File: config.mk
export PLATFORM = sky130hd
export DESIGN_NAME = miriscv_alu_arbiter
export DESIGN_NICKNAME = d
export VERILOG_FILES = /design/src/rtl/miriscv_alu_pkg.sv /design/src/rtl/miriscv_rr_arbiter.sv /design/src/rtl/miriscv_alu_arbiter.sv
export SDC_FILE = /design/constraint.sdc
export NUM_CORES = 1
export LEC_CHECK = 0
export CAP_MARGIN = 20
export CORE_UTILIZATION = 43
export CTS_CLUSTER_DIAMETER = 40
export DETAILED_ROUTE_END_ITERATION = 16
export GPL_ROUTABILITY_DRIVEN = 0
export PLACE_DENSITY = 0.95
export SLEW_MARGIN = 20
export SYNTH_ARGS = -nofsm -noshare
export SYNTH_HDL_FRONTEND = slang
export SYNTH_SLANG_ARGS = --single-unit
File: constraint.sdc
create_clock -name clk_i -period 3.7 [get_ports clk_i]
set_input_delay 0.74 -clock clk_i [delete_from_list [all_inputs] [get_ports clk_i]]
set_output_delay 0.74 -clock clk_i [all_outputs]
set_load 0.05 [all_outputs]
File: src/rtl/miriscv_alu_pkg.sv
// Shared definitions for the miriscv ALU and its arbiter: opcode map,
// default widths, the arbiter state type and an opcode legality helper.
package miriscv_alu_pkg;

  localparam int OP_W   = 5;
  localparam int DATA_W = 32;

  localparam logic [OP_W-1:0] ALU_ADD = 5'b00001;
  localparam logic [OP_W-1:0] ALU_SUB = 5'b00010;
  localparam logic [OP_W-1:0] ALU_XOR = 5'b00011;
  localparam logic [OP_W-1:0] ALU_OR  = 5'b00100;
  localparam logic [OP_W-1:0] ALU_AND = 5'b00101;
  localparam logic [OP_W-1:0] ALU_SRA = 5'b00110;
  localparam logic [OP_W-1:0] ALU_SRL = 5'b00111;
  localparam logic [OP_W-1:0] ALU_SLL = 5'b01000;
  localparam logic [OP_W-1:0] ALU_LTS = 5'b01001;
  localparam logic [OP_W-1:0] ALU_LTU = 5'b01010;
  localparam logic [OP_W-1:0] ALU_GES = 5'b01011;
  localparam logic [OP_W-1:0] ALU_GEU = 5'b01100;
  localparam logic [OP_W-1:0] ALU_EQ  = 5'b01101;
  localparam logic [OP_W-1:0] ALU_NE  = 5'b01110;

  typedef enum logic [1:0] {
    IDLE = 2'd0,
    EXEC = 2'd1,
    RESP = 2'd2
  } state_e;

  // Legal opcodes form one contiguous block, ADD through NE.
  function automatic logic is_legal_op(input logic [OP_W-1:0] op);
    return (op >= ALU_ADD) && (op <= ALU_NE);
  endfunction

endpackage

File: src/rtl/miriscv_rr_arbiter.sv
// Combinational round-robin pick: first requesting bit strictly after the
// last served index, wrapping around.
module miriscv_rr_arbiter #(
  parameter int NUM_REQ = 2,
  parameter int IDX_W   = (NUM_REQ > 1) ? $clog2(NUM_REQ) : 1
) (
  input  logic [NUM_REQ-1:0] req_i,
  input  logic [IDX_W-1:0]   last_i,
  output logic [NUM_REQ-1:0] gnt_o,
  output logic [IDX_W-1:0]   gnt_idx_o,
  output logic               gnt_valid_o
);

  // Scan NUM_REQ positions starting one past the last grant.
  always_comb begin
    logic [IDX_W-1:0] idx;
    // NOTE: every output gets a default before the scan, so no path leaves a
    // value unassigned and no latch is inferred.
    idx         = '0;
    gnt_o       = '0;
    gnt_idx_o   = '0;
    gnt_valid_o = 1'b0;
    for (int i = 1; i <= NUM_REQ; i++) begin
      idx = IDX_W'((int'(last_i) + i) % NUM_REQ);
      if (!gnt_valid_o && req_i[idx]) begin
        gnt_valid_o = 1'b1;
        gnt_idx_o   = idx;
      end
    end
    gnt_o[gnt_idx_o] = gnt_valid_o;
  end

endmodule

File: src/rtl/miriscv_alu_arbiter.sv
// Shares one combinational ALU among NUM_REQ requesters. One operation is in
// flight at a time: IDLE accepts, EXEC drives the ALU, RESP holds the
// registered result until the granted requester consumes it.
module miriscv_alu_arbiter #(
  parameter int NUM_REQ = 2,
  parameter int DATA_W  = 32,
  parameter int OP_W    = 5
) (
  input  logic                      clk_i,
  input  logic                      arstn_i,
  input  logic [NUM_REQ-1:0]        req_valid_i,
  output logic [NUM_REQ-1:0]        req_ready_o,
  input  logic [NUM_REQ*OP_W-1:0]   req_operator_i,
  input  logic [NUM_REQ*DATA_W-1:0] req_operand_a_i,
  input  logic [NUM_REQ*DATA_W-1:0] req_operand_b_i,
  output logic [NUM_REQ-1:0]        rsp_valid_o,
  input  logic [NUM_REQ-1:0]        rsp_ready_i,
  output logic [DATA_W-1:0]         rsp_result_o,
  output logic                      rsp_flag_o,
  output logic                      rsp_err_o,
  output logic [OP_W-1:0]           alu_operator_o,
  output logic [DATA_W-1:0]         alu_operand_a_o,
  output logic [DATA_W-1:0]         alu_operand_b_o,
  input  logic [DATA_W-1:0]         alu_result_i,
  input  logic                      alu_comparison_result_i,
  output logic                      busy_o
);

  import miriscv_alu_pkg::state_e;
  import miriscv_alu_pkg::IDLE;
  import miriscv_alu_pkg::EXEC;
  import miriscv_alu_pkg::RESP;
  import miriscv_alu_pkg::is_legal_op;

  localparam int IDX_W = (NUM_REQ > 1) ? $clog2(NUM_REQ) : 1;

  state_e              state_q, state_d;
  logic [IDX_W-1:0]    last_q, last_d;
  logic [IDX_W-1:0]    gnt_q, gnt_d;
  logic [OP_W-1:0]     op_q, op_d;
  logic [DATA_W-1:0]   a_q, a_d;
  logic [DATA_W-1:0]   b_q, b_d;
  logic [DATA_W-1:0]   result_q, result_d;
  logic                flag_q, flag_d;
  logic                err_q, err_d;

  logic [NUM_REQ-1:0]  arb_gnt;
  logic [IDX_W-1:0]    arb_idx;
  logic                arb_valid;

  logic [OP_W-1:0]     op_arr [NUM_REQ];
  logic [DATA_W-1:0]   a_arr  [NUM_REQ];
  logic [DATA_W-1:0]   b_arr  [NUM_REQ];

  for (genvar k = 0; k < NUM_REQ; k++) begin : g_unpack
    assign op_arr[k] = req_operator_i[k*OP_W +: OP_W];
    assign a_arr[k]  = req_operand_a_i[k*DATA_W +: DATA_W];
    assign b_arr[k]  = req_operand_b_i[k*DATA_W +: DATA_W];
  end

  miriscv_rr_arbiter #(
    .NUM_REQ (NUM_REQ),
    .IDX_W   (IDX_W)
  ) u_rr_arbiter (
    .req_i       (req_valid_i),
    .last_i      (last_q),
    .gnt_o       (arb_gnt),
    .gnt_idx_o   (arb_idx),
    .gnt_valid_o (arb_valid)
  );

  // State and datapath registers; last grant resets to the top index so
  // requester 0 wins the first arbitration.
  always_ff @(posedge clk_i or negedge arstn_i) begin
    if (!arstn_i) begin
      state_q  <= IDLE;
      last_q   <= IDX_W'(NUM_REQ - 1);
      gnt_q    <= '0;
      op_q     <= '0;
      a_q      <= '0;
      b_q      <= '0;
      result_q <= '0;
      flag_q   <= 1'b0;
      err_q    <= 1'b0;
    end else begin
      // NOTE: non-blocking assignments so every register samples the values
      // from before the edge, independent of statement order.
      state_q  <= state_d;
      last_q   <= last_d;
      gnt_q    <= gnt_d;
      op_q     <= op_d;
      a_q      <= a_d;
      b_q      <= b_d;
      result_q <= result_d;
      flag_q   <= flag_d;
      err_q    <= err_d;
    end
  end

  // Next-state and register-update logic; everything holds unless changed.
  always_comb begin
    state_d  = state_q;
    last_d   = last_q;
    gnt_d    = gnt_q;
    op_d     = op_q;
    a_d      = a_q;
    b_d      = b_q;
    result_d = result_q;
    flag_d   = flag_q;
    err_d    = err_q;
    unique case (state_q)
      IDLE: begin
        if (arb_valid) begin
          op_d    = op_arr[arb_idx];
          a_d     = a_arr[arb_idx];
          b_d     = b_arr[arb_idx];
          gnt_d   = arb_idx;
          state_d = EXEC;
        end
      end
      EXEC: begin
        if (is_legal_op(op_q)) begin
          result_d = alu_result_i;
          flag_d   = alu_comparison_result_i;
          err_d    = 1'b0;
        end else begin
          result_d = '0;
          flag_d   = 1'b0;
          err_d    = 1'b1;
        end
        state_d = RESP;
      end
      RESP: begin
        if (rsp_ready_i[gnt_q]) begin
          last_d  = gnt_q;
          state_d = IDLE;
        end
      end
      default: state_d = IDLE;
    endcase
  end

  // Handshake outputs. Ready is also masked by reset so every output reads
  // zero while reset is held, even with requests pending.
  always_comb begin
    req_ready_o = '0;
    rsp_valid_o = '0;
    if ((state_q == IDLE) && arstn_i) req_ready_o = arb_gnt;
    if (state_q == RESP) rsp_valid_o[gnt_q] = 1'b1;
  end

  assign busy_o          = (state_q != IDLE);
  assign rsp_result_o    = result_q;
  assign rsp_flag_o      = flag_q;
  assign rsp_err_o       = err_q;
  assign alu_operator_o  = op_q;
  assign alu_operand_a_o = a_q;
  assign alu_operand_b_o = b_q;

endmodule

==> Word level (Yosys, flattened, before mapping) <==
Cells that the tools add are included.
{ "classes": {"add_sub_neg": 2, "n_reduce_logical": 11, "n_mux": 31, "magnitude_cmp": 9, "n_eq_ne": 4, "bitwise_logic": 2} }
{ "ops": {"columns": ["cell", "n"], "rows": [
  ["32-bit two-way mux", 7],
  ["5-bit two-way mux", 3],
  ["1-bit two-way mux", 14],
  ["1-bit by 2-bit < comparator with 1-bit output (second input constant)", 4],
  ["2-bit two-way mux", 4],
  ["2-bit one-hot mux with 3 select lines", 1],
  ["2-bit AND reduction", 3],
  ["5-bit by 1-bit >= comparator with 1-bit output (second input constant)", 1],
  ["5-bit by 4-bit <= comparator with 1-bit output (second input constant)", 1],
  ["1-bit logical AND", 5],
  ["2-bit inequality test (second input constant)", 2],
  ["1-bit adder (second input constant)", 2],
  ["2-bit AND", 1],
  ["1-bit demux with 1-bit select", 2],
  ["2-bit by 1-bit == test with 1-bit output (second input constant)", 1],
  ["2-bit == test (second input constant)", 1],
  ["1-bit >= comparator (second input constant)", 2],
  ["2-bit >= comparator (second input constant)", 1],
  ["2-bit logical NOT", 1],
  ["1-bit NOT with 2-bit output", 1],
  ["2-bit nonzero test", 1],
  ["1-bit logical NOT", 1]
]} }
{ "word_totals": {"in_bits": 177, "register_bits": 107, "word_cells": 68, "output_inout_bits": 108} }

==> Longest topological paths before layout <==
Gate-level depths: netlist (run 1).
{ "depth": {"word_depth": 13, "mapped_depth": 6, "depth_no_buf": 3} }

==> Hierarchy <==
Synthesis (run 1) repeated with hierarchy kept, for this count alone.
{ "unflattened": {"cells_unflattened": 403, "hier_area_um2": 4611.9} }
{ "modules_own_cells": {"columns": ["mod", "n_inst", "cells_each", "area_each_um2"], "rows": [
  ["miriscv_alu_arbiter", 1, 398, 4579.4],
  ["miriscv_rr_arbiter", 1, 5, 32.5]
]} }

==> Least setup slack after synthesis (run 1) <==
Ideal clock, no wire load.
{ "synth_path": {"path_type": "input to output", "start": "in req_valid_i[1]", "end": "out req_ready_o[0]", "n_path_buf": 2, "arrival_time_ps": 2634, "stages": 4, "required_ps": 2960, "path_slack_ps": 326, "cell_sequence": "a21boi_1 buf_6 buf_6 nor4_1"} }
{ "synth_between": {"elab_chain_len": 12} }
{ "synth_rtl": {"columns": ["element", "line", "rtl"], "rows": [
  ["start: declaration", "miriscv_alu_arbiter.sv:11", "input logic [NUM_REQ-1:0] req_valid_i,"],
  ["1-bit two-way mux (implied by the code) (2 in a row)", "miriscv_rr_arbiter.sv:25", "if (!gnt_valid_o && req_i[idx]) begin"],
  ["1-bit two-way mux", "miriscv_rr_arbiter.sv:25", null],
  ["1-bit logical NOT", "miriscv_rr_arbiter.sv:25", null],
  ["1-bit logical AND", "miriscv_rr_arbiter.sv:25", null],
  ["1-bit two-way mux", "miriscv_rr_arbiter.sv:25", null],
  ["1-bit by 2-bit < comparator with 1-bit output (implied by the code) or 1-bit >= comparator (tied branches)", "miriscv_rr_arbiter.sv:30", "gnt_o[gnt_idx_o] = gnt_valid_o;"],
  ["1-bit logical AND (implied by the code)", "miriscv_rr_arbiter.sv:30", null],
  ["1-bit two-way mux (implied by the code)", "miriscv_rr_arbiter.sv:30", null],
  ["1-bit demux with 1-bit select", null, null],
  ["2-bit AND (no source line) *", null, null],
  ["2-bit two-way mux *", "miriscv_alu_arbiter.sv:148", "if ((state_q == IDLE) && arstn_i) req_ready_o = arb_gnt;"],
  ["end: declaration", "miriscv_alu_arbiter.sv:12", "output logic [NUM_REQ-1:0] req_ready_o,"]
]} }
Mark *: on every way between the ends. The rest lies on a longest branch, timed or not. The select of a mux whose other input is x is not followed.

==> Worst setup path after layout (run 1) <==
{ "layout_path": {"start": "reg state_q[0]", "end": "out busy_o"} }
{ "layout_between": {"elab_chain_len": 1} }
{ "layout_rtl": {"columns": ["element", "line", "rtl"], "rows": [
  ["start: declaration", "miriscv_alu_arbiter.sv:37", "state_e state_q, state_d;"],
  ["start signal: assignment", "miriscv_alu_arbiter.sv:88", "state_q <= state_d;"],
  ["2-bit nonzero test", "miriscv_alu_arbiter.sv:152", "assign busy_o = (state_q != IDLE);"],
  ["end: declaration", "miriscv_alu_arbiter.sv:26", "output logic busy_o"]
]} }
No other way between the ends.

==> results.sh, run 1 <==
export IMPL_root_buffer="clkbuf_16"
export IMPL_grt_pass1_vias=4414
export IMPL_rsz0062_at_grt="false"
export IMPL_syn_to_final_growth_pct=59.6
export IMPL_status="finished clean"
export IMPL_hpwl_um=11300
export IMPL_utilization=0.707
export IMPL_fmax_ghz=0.351
export IMPL_crit_slowest_cell="clkdlybuf4s50_1"
export IMPL_drv_slew=0
export IMPL_drt_initial_drc_count=129
export IMPL_power_leakage_nw=3.56
export IMPL_worst_hold_slack_ps=483
export IMPL_critPathTopFamily="buffers and inverters"
export IMPL_ioPinCount=285
export IMPL_yosysSeqAreaShare=0.501
export IMPL_die_y_um=113
export IMPL_cap_violations=0
export IMPL_netlist_area_um2=5340
export IMPL_layout_setup_ws_ps=853
export IMPL_post_cts_buffers=0
export IMPL_cts_tree="done"
export IMPL_h_tree_depth=3
export IMPL_endpoint_kind="output pin"
export IMPL_die_w_um=113
export IMPL_arrival_ps=2110
export IMPL_dr_pass1_iters=4
export IMPL_cts_buffers=9
export IMPL_powerDensity_nw_per_um2=911
export IMPL_clkLatencyLatePin_ps=340
export IMPL_crit_chain="or2_0, clkdlybuf4s50_1"
export IMPL_grt_antenna_before_repair=0
export IMPL_rows=40
export IMPL_critPathMaxStageDelay_ps=940
export IMPL_tns_ps=0
export IMPL_cts_resized=0
export IMPL_grt_pass1_wl_um=22600
export IMPL_critPathKind="flip-flop to output pin"
export IMPL_syn_avg_cell_area_um2=13.6
export IMPL_power_frac_clock=0.123
export IMPL_routed_wirelength_um=14700
export IMPL_cellInternalPower_mw=4.08
export IMPL_core_area_um2=12100
export IMPL_setup_violations_final=0
export IMPL_antenna_cells=0
export IMPL_power_frac_seq=0.262
export IMPL_grt_start_max_net_pins=56
export IMPL_hold_viol_final=0
export IMPL_p_switching_mw=3.69
export IMPL_place_area_um2=8230
export IMPL_die_area_um2=12900
export IMPL_post_place_ws_ps=898
export IMPL_drc=0
export IMPL_drt_antenna_violating_nets=0
export IMPL_port_buffer_count=284
export IMPL_finalClockSkew_ps=2.71
export IMPL_grt_overflow_total=0
export IMPL_start_util=0.443
export IMPL_min_period_ps=2850
export IMPL_clock_path_buffers=2
export IMPL_ys_warn_count=0
export IMPL_grt_usage=0.233
export IMPL_syn_inst=394
export IMPL_worst_pin_slew_ps=1060
export IMPL_drive_above_1_share=0.300
export IMPL_required_ps=2960
export IMPL_max_slew_margin=0.294
export IMPL_start_kind="flip-flop"
export IMPL_regArea_um2=2680
export IMPL_cp_num_buf_inv=1
export IMPL_clock_sinks=107
export IMPL_routedWlPerCell_um=17.5
export IMPL_ir_drop_uv=673
export IMPL_synth_nets=571
export IMPL_vias=4118
export IMPL_synth_seq_cells=107
export IMPL_n_fill_cell=821
export IMPL_hold_path_class="flip-flop to flip-flop"
export IMPL_worst_path_max_fanout=4
export IMPL_combPwrFrac=0.615
export IMPL_nets=845
export IMPL_netSwitchingFraction=0.474
export IMPL_vias_per_cell=4.90
export IMPL_ys_types=28
export IMPL_min_period_over_period=0.769
export IMPL_clk_pin_slew_worst_paths_ps=70
export IMPL_fin_area_um2=8530
export IMPL_postCtsHoldBufs=0
export IMPL_multiInputGateArea_um2=2290
==> placed cells by master (no fill, tap or decap), drive strengths merged, types with 2 or more instances in the layout <==
master / n
inv: 34
nand2b: 2
clkbuf: 11
nand2: 34
nor2: 3
clkinv: 3
o31ai: 33
mux2: 141
nor4: 2
dfrtp: 106
clkdlybuf4s50: 281
buf: 10
==> per-layer routing <==
metal | track usage | share of wire | routed length [µm] | vias to the layer above
met1 | 0.236 | 0.36 | 5340 | 1983
met3 | 0.0797 | 0.087 | 1280 | 34
met2 | 0.425 | 0.52 | 7630 | 186
li1 | - | - | - | 1915
met5 | 0 | 0 | 0 | -
met4 | 0.113 | 0.031 | 455 | 0
==> per-stage QoR <==
step	cells	total power, mW
after global routing	841	8.12
after CTS	841	7.83
after floorplan	394	5.36
final	841	7.77
after global placement	825	6.72
after detailed placement	825	6.85
==> worst register-to-register path, cell delays in order, from the launching register on <==
cell	delay, ps
dfrtp_1	410
or2_0	400
nor2_8	570
buf_12	340
mux2_2	390
==> power groups by stage <==
stage               Combinational [mW]  Clock (mW)  Sequential, mW
global placement                  4.70           0            2.01
floorplan                         1.57           0            3.79
CTS                               4.81       0.981            2.04
global route                      4.97        1.04            2.11
detailed placement                4.80           0            2.06
finish                            4.78       0.959            2.04
==> path summary, 6_finish.rpt <==
path	start	endpoint	slack, ps	depth (start not counted)
max	state_q[0]	busy_o	850	2
min	rsp_result_o[30]	rsp_result_o[30]	480	2
max reg2reg	state_q[0]	alu_operand_a_o[8]	1480	4
min reg2reg	rsp_result_o[30]	rsp_result_o[30]	480	2
max in group asynchronous	arstn_i	rsp_result_o[5]	1980	3
min in group asynchronous	arstn_i	alu_operand_a_o[24]	560	2
==> registers in the layout (all words and copies together), names as in the netlist <==
register and cells:
alu_operator_o 5, gnt_q 1, last_q 1, alu_operand_a_o 32, alu_operand_b_o 32, rsp_flag_o 1
rsp_err_o 1, state_q 2, rsp_result_o 32
==> synthesized netlist by cell type, drive strengths merged <==
library cell / n / area share
a21boi: 1 / 0.0014
a21o: 1 / 0.0014
a22o: 1 / 0.0016
and2: 1 / 0.0012
and4: 1 / 0.0021
buf: 24 / 0.046
clkbuf: 4 / 0.0028
dfrtp: 106 / 0.50
dfstp: 1 / 0.0049
inv: 34 / 0.024
mux2: 141 / 0.30
nand2: 34 / 0.024
nand2b: 2 / 0.0023
nor2: 3 / 0.0052
nor2b: 1 / 0.0012
nor3b: 1 / 0.0014
nor4: 2 / 0.0023
o21ai: 1 / 0.00094
o31ai: 33 / 0.076
or2: 1 / 0.0012
or3: 1 / 0.0012
==> kinds of logic (layout without fill, tap and decap cells) <==
kind of cell,count (synthesis),in the layout,share of synthesized area
buf+inv,62,341,0.0726
mux,141,141,0.303
compound gates,37,37,0.0815
simple gates,47,47,0.0419
flops,107,107,0.501
==> final cells by class <==
| class | count | share of cell area |
|---|---|---|
| flip-flops and latches | 107 | 0.314 |
| well taps | 168 | 0.0246 |
| repair buffers | 291 | 0.343 |
| inverters | 34 | 0.0150 |
| clock inverters | 5 | 0.00616 |
| clock buffers | 11 | 0.0285 |
| multi-input cells | 225 | 0.269 |
Power figures use the tool's default switching activity.
==> inputs of run 2 (changes only) <==
Settings changed: CORE_UTILIZATION 43 to 36, PLACE_DENSITY 0.95 to 0.88.
Clock period 3.7 ns to 2.5 ns, I/O delays scaled along.
==> results.sh, run 2 (synthesized netlist as in run 1, its figures left out) <==
export IMPL_status="finished clean"
export IMPL_clock_path_buffers=2
export IMPL_hold_viol_final=0
export IMPL_dp_cells=850
export IMPL_layout_setup_ws_ps=156
export IMPL_drv_slew=0
export IMPL_start_kind="flip-flop"
export IMPL_multiInputGateArea_um2=2300
export IMPL_post_place_ws_ps=188
export IMPL_clk_pin_slew_worst_paths_ps=70
export IMPL_critPathTopFamily="buffers and inverters"
export IMPL_combPwrFrac=0.613
export IMPL_worst_hold_slack_ps=275
export IMPL_vias=4146
export IMPL_required_ps=2000
export IMPL_finalClockSkew_ps=7.84
export IMPL_die_w_um=124
export IMPL_worst_path_max_fanout=4
export IMPL_grt_pass1_vias=4355
export IMPL_drt_initial_drc_count=101
export IMPL_netSwitchingFraction=0.466
export IMPL_post_cts_buffers=0
export IMPL_syn_to_final_growth_pct=62.4
export IMPL_tns_ps=0
export IMPL_drive_above_1_share=0.310
export IMPL_instances_no_fill=865
export IMPL_final_common_cell="clkdlybuf4s50_1"
export IMPL_ir_drop_uv=593
export IMPL_die_area_um2=15300
export IMPL_power_frac_clock=0.129
export IMPL_cts_buffers=9
export IMPL_grt_start_max_net_pins=61
export IMPL_layout_common_cells="279 x clkdlybuf4s50_1, 133 x mux2_2, 106 x dfrtp_1"
export IMPL_power_frac_seq=0.258
export IMPL_cap_violations=0
export IMPL_clock_sinks=107
export IMPL_critPathMaxStageDelay_ps=820
export IMPL_critPathKind="flip-flop to output pin"
export IMPL_grt_usage=0.192
export IMPL_rows=44
export IMPL_n_fill_cell=1142
export IMPL_endpoint_kind="output pin"
export IMPL_power_leakage_nw=3.64
export IMPL_drt_antenna_violating_nets=0
export IMPL_worst_pin_slew_ps=781
export IMPL_die_y_um=124
export IMPL_grt_pass1_wl_um=22100
export IMPL_max_slew_margin=0.480
export IMPL_cts_tree="done"
export IMPL_clkLatencyLatePin_ps=340
export IMPL_hpwl_um=11800
export IMPL_antenna_cells=0
export IMPL_hold_path_class="input pin to async pin"
export IMPL_core_area_um2=14500
export IMPL_crit_chain="nand2b_1, nor2_1, clkdlybuf4s50_1"
export IMPL_fmax_ghz=0.427
export IMPL_cellInternalPower_mw=6.22
export IMPL_crit_slowest_cell="clkdlybuf4s50_1"
export IMPL_vias_per_cell=4.79
export IMPL_postCtsHoldBufs=0
export IMPL_worst_r2r_setup_slack_ps=580
export IMPL_r2r_end="alu_operand_a_o[31]"
export IMPL_regArea_um2=2680
export IMPL_grt_antenna_before_repair=0
export IMPL_port_buffer_count=284
export IMPL_worstRegToRegCells=4
export IMPL_reg2reg_from="state_q[0]"
export IMPL_nets=854
export IMPL_min_period_over_period=0.938
export IMPL_ioPinCount=285
export IMPL_drc=0
export IMPL_h_tree_depth=3
export IMPL_arrival_ps=1840
export IMPL_routedWlPerCell_um=17.2
export IMPL_root_buffer="clkbuf_16"
export IMPL_min_period_ps=2340
export IMPL_setup_violations_final=0
export IMPL_p_switching_mw=5.44
export IMPL_powerDensity_nw_per_um2=1340
export IMPL_start_util=0.368
export IMPL_routed_wirelength_um=14900
export IMPL_grt_overflow_total=0
export IMPL_cts_resized=0
export IMPL_dr_pass1_iters=4
export IMPL_cp_num_buf_inv=1
export IMPL_rsz0062_at_grt="false"
==> run 2: metrics by stage <==
step           instance area, µm²  power [mW]  utilization
4_1_cts                      8680        11.8        0.597
3_3_place_gp                 8370        10.0        0.576
6_report                     8680        11.7        0.597
5_1_grt                      8680        12.2        0.597
3_5_place_dp                 8370        10.2        0.576
2_1_floorplan                5360        7.94            -
==> run 2: worst max path at each step <==
stage | startpoint | endpoint | slack, ps | cells past startpoint
floorplan | state_q[0] | req_ready_o[0] | 170 | 3
global placement | req_valid_i[1] | alu_operand_a_o[23] | 230 | 6
detailed placement | req_valid_i[1] | alu_operator_o[2] | 190 | 6
CTS | state_q[0] | rsp_valid_o[1] | 60 | 3
global route | state_q[0] | rsp_valid_o[0] | 20 | 3
finish | state_q[0] | rsp_valid_o[0] | 160 | 3
==> run 2: power groups by stage <==
| stage | clock network [mW] | logic, mW | registers [mW] |
|---|---|---|---|
| finish | 1.50 | 7.15 | 3.01 |
| floorplan | 0 | 2.33 | 5.61 |
| CTS | 1.55 | 7.20 | 3.03 |
| global placement | 0 | 7.07 | 2.98 |
| global route | 1.62 | 7.48 | 3.12 |
| detailed placement | 0 | 7.20 | 3.05 |
==> run 2: layout make-up <==
type,count,area share
clock buffers,13,0.0288
inverters,34,0.0147
flip-flops and latches,107,0.309
repair buffers,300,0.349
well taps,184,0.0265
clock inverters,2,0.00692
multi-input cells,225,0.265
==> run 2: layer usage <==
metal	vias to the layer above	global-route usage	routed length, µm
met5	-	0	0
met4	0	0.102	541
met3	39	0.0504	1260
met2	187	0.351	7760
met1	1991	0.201	5320
li1	1929	-	-
